$ cat config.mk
export PLATFORM = sky130hd
export DESIGN_NAME = alu_share_arbiter
export DESIGN_NICKNAME = d
export VERILOG_FILES = /design/src/rtl/alu_arb_pkg.sv /design/src/rtl/rr_arb2.sv /design/src/rtl/alu_share_arbiter.sv
export SDC_FILE = /design/constraint.sdc
export NUM_CORES = 1
export LEC_CHECK = 0
export ABC_AREA = 0
export CAP_MARGIN = 0
export CORE_MARGIN = 1
export CORE_UTILIZATION = 40
export CTS_CLUSTER_DIAMETER = 80
export CTS_CLUSTER_SIZE = 16
export DETAILED_ROUTE_END_ITERATION = 8
export PLACE_DENSITY_LB_ADDON = 0.3
export SLEW_MARGIN = 15
export SYNTH_ARGS = -nofsm -noshare
export SYNTH_HDL_FRONTEND = slang
export SYNTH_SLANG_ARGS = --single-unit
$ cat constraint.sdc
create_clock -name clk -period 3 [get_ports clk]
set_clock_uncertainty 0.05 [all_clocks]
set_input_delay 0.6 -clock clk [delete_from_list [all_inputs] [get_ports clk]]
set_output_delay 0.6 -clock clk [all_outputs]
set_load 0.005 [all_outputs]
$ cat src/rtl/alu_arb_pkg.sv
// Shared definitions for the ALU share arbiter: ALU op codes, FSM states, owner type.
package alu_arb_pkg;

    localparam logic [4:0] OP_ADD  = 5'd0;
    localparam logic [4:0] OP_SUB  = 5'd2;
    localparam logic [4:0] OP_MUL  = 5'd3;
    localparam logic [4:0] OP_SLT  = 5'd28;
    localparam logic [4:0] OP_LAST = 5'd29;

    typedef enum logic [1:0] {
        IDLE = 2'd0,
        EXEC = 2'd1,
        RESP = 2'd2
    } state_t;

    typedef logic owner_t;

endpackage

$ cat src/rtl/rr_arb2.sv
// Two-way grant logic: round-robin on ties, or strict priority to requester 0
// when fixed_prio is set. Grant is one-hot, or zero when nobody is valid.
module rr_arb2 (
    input  logic       valid0,
    input  logic       valid1,
    input  logic       last_grant,
    input  logic       fixed_prio,
    output logic [1:0] grant
);

    // Pick a winner from the valids; on a tie favour whoever did not win last.
    always_comb begin
        grant = 2'b00;
        if (valid0 && valid1) begin
            if (fixed_prio || last_grant) begin
                grant = 2'b01;
            end else begin
                grant = 2'b10;
            end
        end else if (valid0) begin
            grant = 2'b01;
        end else if (valid1) begin
            grant = 2'b10;
        end
    end

endmodule

$ cat src/rtl/alu_share_arbiter.sv
// Shares one combinational ALU between the EX-stage issue port (requester 0)
// and the SAD engine (requester 1). Registers operands into the ALU, holds
// them for MUL_CYCLES on a multiply, and returns a registered result/Zero
// flag to the owner over a valid/ready handshake.
// Optional build macro ALU_ARB_FIXED_PRIO_EN: strict priority to requester 0
// instead of round-robin on ties.
module alu_share_arbiter #(
    parameter int DATA_W     = 32,
    parameter int OP_W       = 5,
    parameter int MUL_CYCLES = 4,
    parameter int OP_LAST    = 29
) (
    input  logic              clk,
    input  logic              rst_n,
    input  logic              req0_valid,
    output logic              req0_ready,
    input  logic [OP_W-1:0]   req0_op,
    input  logic [DATA_W-1:0] req0_a,
    input  logic [DATA_W-1:0] req0_b,
    input  logic              req1_valid,
    output logic              req1_ready,
    input  logic [OP_W-1:0]   req1_op,
    input  logic [DATA_W-1:0] req1_a,
    input  logic [DATA_W-1:0] req1_b,
    output logic              rsp0_valid,
    input  logic              rsp0_ready,
    output logic              rsp1_valid,
    input  logic              rsp1_ready,
    output logic [DATA_W-1:0] rsp_result,
    output logic              rsp_zero,
    output logic              rsp_err,
    output logic [OP_W-1:0]   alu_ctrl,
    output logic [DATA_W-1:0] alu_a,
    output logic [DATA_W-1:0] alu_b,
    input  logic [DATA_W-1:0] alu_result,
    input  logic              alu_zero,
    output logic              busy
);

    import alu_arb_pkg::*;

`ifdef ALU_ARB_FIXED_PRIO_EN
    localparam logic FIXED_PRIO = 1'b1;
`else
    localparam logic FIXED_PRIO = 1'b0;
`endif

    localparam logic [3:0] MUL_LOAD = 4'(MUL_CYCLES - 1);

    state_t            state;
    state_t            state_next;
    owner_t            owner;
    logic              last_grant;
    logic [3:0]        mul_cnt;
    logic [1:0]        grant;
    logic              accept;
    logic              rsp_take;
    logic              illegal_op;
    logic [OP_W-1:0]   sel_op;
    logic [DATA_W-1:0] sel_a;
    logic [DATA_W-1:0] sel_b;

    rr_arb2 u_arb (
        .valid0     (req0_valid),
        .valid1     (req1_valid),
        .last_grant (last_grant),
        .fixed_prio (FIXED_PRIO),
        .grant      (grant)
    );

    assign accept     = (state == IDLE) && (grant != 2'b00);
    assign req0_ready = (state == IDLE) && grant[0];
    assign req1_ready = (state == IDLE) && grant[1];
    assign rsp0_valid = (state == RESP) && (owner == 1'b0);
    assign rsp1_valid = (state == RESP) && (owner == 1'b1);
    assign rsp_take   = (owner == 1'b0) ? rsp0_ready : rsp1_ready;
    assign busy       = (state != IDLE);
    assign illegal_op = int'(alu_ctrl) > OP_LAST;
    assign sel_op     = grant[1] ? req1_op : req0_op;
    assign sel_a      = grant[1] ? req1_a  : req0_a;
    assign sel_b      = grant[1] ? req1_b  : req0_b;

    // State register.
    always_ff @(posedge clk or negedge rst_n) begin
        if (!rst_n) begin
            state <= IDLE;
        end else begin
            state <= state_next;
        end
    end

    // Next state: accept in IDLE, leave EXEC when the counter is spent, leave RESP on handshake.
    always_comb begin
        state_next = state;
        case (state)
            IDLE:    if (accept) state_next = EXEC;
            EXEC:    if (mul_cnt == 4'd0) state_next = RESP;
            RESP:    if (rsp_take) state_next = IDLE;
            default: state_next = IDLE;
        endcase
    end

    // Operand latch on accept, multiply hold counter, and result capture on the last EXEC cycle.
    always_ff @(posedge clk or negedge rst_n) begin
        if (!rst_n) begin
            alu_ctrl   <= '0;
            alu_a      <= '0;
            alu_b      <= '0;
            owner      <= 1'b0;
            last_grant <= 1'b1;
            mul_cnt    <= 4'd0;
            rsp_result <= '0;
            rsp_zero   <= 1'b0;
            rsp_err    <= 1'b0;
        end else if (accept) begin
            alu_ctrl   <= sel_op;
            alu_a      <= sel_a;
            alu_b      <= sel_b;
            owner      <= grant[1];
            last_grant <= grant[1];
            mul_cnt    <= (sel_op == OP_W'(OP_MUL)) ? MUL_LOAD : 4'd0;
        end else if (state == EXEC) begin
            if (mul_cnt != 4'd0) begin
                mul_cnt <= mul_cnt - 4'd1;
            end else if (illegal_op) begin
                rsp_result <= '0;
                rsp_zero   <= 1'b1;
                rsp_err    <= 1'b1;
            end else begin
                rsp_result <= alu_result;
                rsp_zero   <= alu_zero;
                rsp_err    <= 1'b0;
            end
        end
    end

endmodule

==> summary.txt <==
Root Buffer: clkbuf_16
Clock Latency Late Sink: 0.33 ns
Max IR drop VDD: 0.00102 V
Psw: 2.28 mW
Failing checks: DRC
Number of cell rows: 39
Synthesized Nets: 606
Routed wire length: 13600 um
Starting Density: 41.7%
R2r setup slk: 1.11 ns
Final hold viol count: 0
Maxcap violations: 0
Share of layout cells above drive strength 1: 4.27%
Via count: 4215
CP Class: in -> out
Final period utilization: 91.5%
Synthesized area: 4840 um^2
Setup TNS: 0 ns
Initial DRC Count: 285
Vias/cell: 4.98
Synth area leaders: dfrtp_1 (57%), mux2i_1 (14%), a22o_1 (5.8%)
IO Port Bufs: 284
M2 GR Usage: 39.9%
Die Width: 112 um
Synth Flop Type: dfrtp_1
Power density cells: 888 nW/um^2
HP Class: in -> async
R2r endpoint: rsp_result[9]
Final #Nets: 878
GR Layer Usage met3: 6.16%
Most Used Layer, Global Route: met2
Core area: 11600 um^2
Yosys warning count: 0
WP buf/inv: 2
# H-tree levels: 3
Sequential share of power: 37.1%
Internal power: 4.89 mW
CP Capture Type: primary output
Fmax achieved: 364 MHz
Worst path most repeated cell: clkdlybuf4s50_1
Syn avg cell area: 11.3 um^2
Setup-failing EPs final: 0
CTS Buf Count: 9
Clock tree sinks: 111
Full die area: 12600 um^2
Reg2reg start: mul_cnt[0]
Dpl hpwl: 10500 um
Hold_buf cts: 0
Max Transition Viols Final: 0
RSZ-0062 raised after global routing: false
Critical Path Max Stage Delay: 0.57 ns
Reg clk slew, reported paths: 0.07 ns
Number of global-route vias before repair: 4351
Antenna-violating nets left: 0
DR WL/cell: 16.1 um
Critical path cell sequence: clkdlybuf4s50_1 -> a21boi_4 -> and2_1 -> clkdlybuf4s50_1
Clock tree from TritonCTS: done
Final RePlAce weighted congestion: 0.750
Detailed-route DRC error count: 19
Overall power: 7.17 mW
Ys async rst share: 100%
Worst Tran Pin Value: 0.839 ns
Synth cell types: 35
Die span in y: 112 um
Gate power share: 46.3%
CP top delay family: buffers and inverters
Worst setup SP type: input pin
DRT Pass-1 Iters: 9
Switching share of power: 31.8%
Clock buffer depth: 2
Period minus WS final: 2.75 ns
First-pass GRT wire length: 21800 um
Pin count of the biggest net entering global routing: 144
Top-area cell type share of the netlist area: 56.8%
Leak: 3.47 nW
Number of cells produced by synthesis: 427
IO Pins: 285
Stages on the worst setup path: 4
Post_cts resized: 0
Met1 usage: 25.6%
Crit-path max FO: 4
Max-slew headroom: 44.1%
Post-synthesis sequential area ratio: 57.4%
P&R area growth vs syn: 66.8%
CP required: 2.35 ns
Slowest cell on crit path: clkdlybuf4s50_1
Total gr overflow: 0
Count leader, synth: dfrtp_1
Initial antenna violation count: 0
GRT Overall Usage: 22.3%
Post-synth top area cell: dfrtp_1
Synthesized flop and latch total: 111
FF-to-FF path depth: 7
Number of antenna diodes: 0
Clock network fraction of total power: 16.6%
Post-CTS Setup Inserts: 0
Number of enable flip-flop cells after synthesis: 0
Most common library cells after synthesis: dfrtp_1 (110), nand2_1 (71), mux2i_1 (70)
Worst EP arrival: 2.10 ns
Status: finished with violations
-- power by group through the flow --
stage	clock (mW)	sequential [mW]	combinational, mW
after global routing	1.30	2.76	3.64
after global placement	0	2.65	3.27
after detailed placement	0	2.70	3.36
final	1.19	2.66	3.32
after floorplan	0	2.69	1.38
after CTS	1.23	2.67	3.38
-- state kept, by name (all words and copies together) (netlist names) --
| register | flops |
|---|---|
| alu_a | 32 |
| alu_b | 32 |
| rsp_result | 32 |
| alu_ctrl | 5 |
| mul_cnt | 4 |
| state | 2 |
| last_grant | 1 |
| owner | 1 |
| rsp_err | 1 |
| rsp_zero | 1 |
-- layer usage --
metal / up-vias / routed length (um)
met5: - / 0
met4: 0 / 232
met3: 15 / 1150
met2: 184 / 7190
met1: 1963 / 5040
li1: 2053 / -
-- layout make-up --
| class | count | area, um^2 |
|---|---|---|
| clock buffers | 12 | 256 |
| well taps | 143 | 179 |
| repair buffers | 290 | 2900 |
| inverters | 5 | 18.8 |
| fillers | 899 | 3540 |
| multi-input cells | 282 | 1900 |
| flip-flops and latches | 111 | 2780 |
| clock inverters | 3 | 42.5 |
-- placed cells by master (no fill, tap or decap), types with 2 or more instances in the layout --
master	instances
buf_4	5
nand2_2	2
o211ai_1	2
ha_1	2
clkbuf_8	2
clkbuf_16	9
nor3_1	2
mux2i_1	70
a21oi_1	4
clkdlybuf4s50_1	283
nor2_1	8
o21ai_1	16
a22o_1	32
nand3_1	3
dfrtp_1	110
inv_1	5
o21ai_0	53
nand2_1	71
-- logic make-up after synthesis --
group	count (synthesis)	synth area share (%)
adders and majority gates	2	0.517
and+or+nand+nor	95	8.50
DFF	111	57.4
xor gates and xnor gates	1	0.181
muxes	70	14.5
buffers and inverters	34	3.87
AOI/OAI and AO/OA	114	15.1
-- worst register-to-register path, delay by kind of cell, from the launching register on --
kind / cells / cell delay (ns)
flip-flops: 1 / 0.40
adder cells (fa/ha/maj): 1 / 0.17
AO/OA/AOI/OAI: 2 / 0.43
buffers and inverters: 2 / 0.44
AND/OR/NAND/NOR: 2 / 0.32
-- per-stage QoR --
stage          worst slack [ns]  hold WS, ns  util, %  instance area, um^2  std cells
2_1_floorplan              1.12        0.254        -                 4840        427
3_3_place_gp              0.306        0.411     66.9                 7770        831
3_5_place_dp              0.205        0.419     66.9                 7770        831
4_1_cts                   0.247        0.175     69.5                 8070        846
5_1_grt                   0.180        0.191     69.5                 8080        846
6_report                  0.254        0.159     69.5                 8080        846
-- worst max path at each step --
stage | start | to | slack [ns]
after detailed placement | req0_valid | alu_b[26] | 0.20
final | req1_valid | req1_ready | 0.25
after global routing | req1_valid | req1_ready | 0.18
after floorplan | req0_valid | req0_ready | 1.12
after CTS | req1_valid | req1_ready | 0.25
after global placement | req1_valid | req1_ready | 0.31
Note: power is estimated with default switching activity, not from simulation.
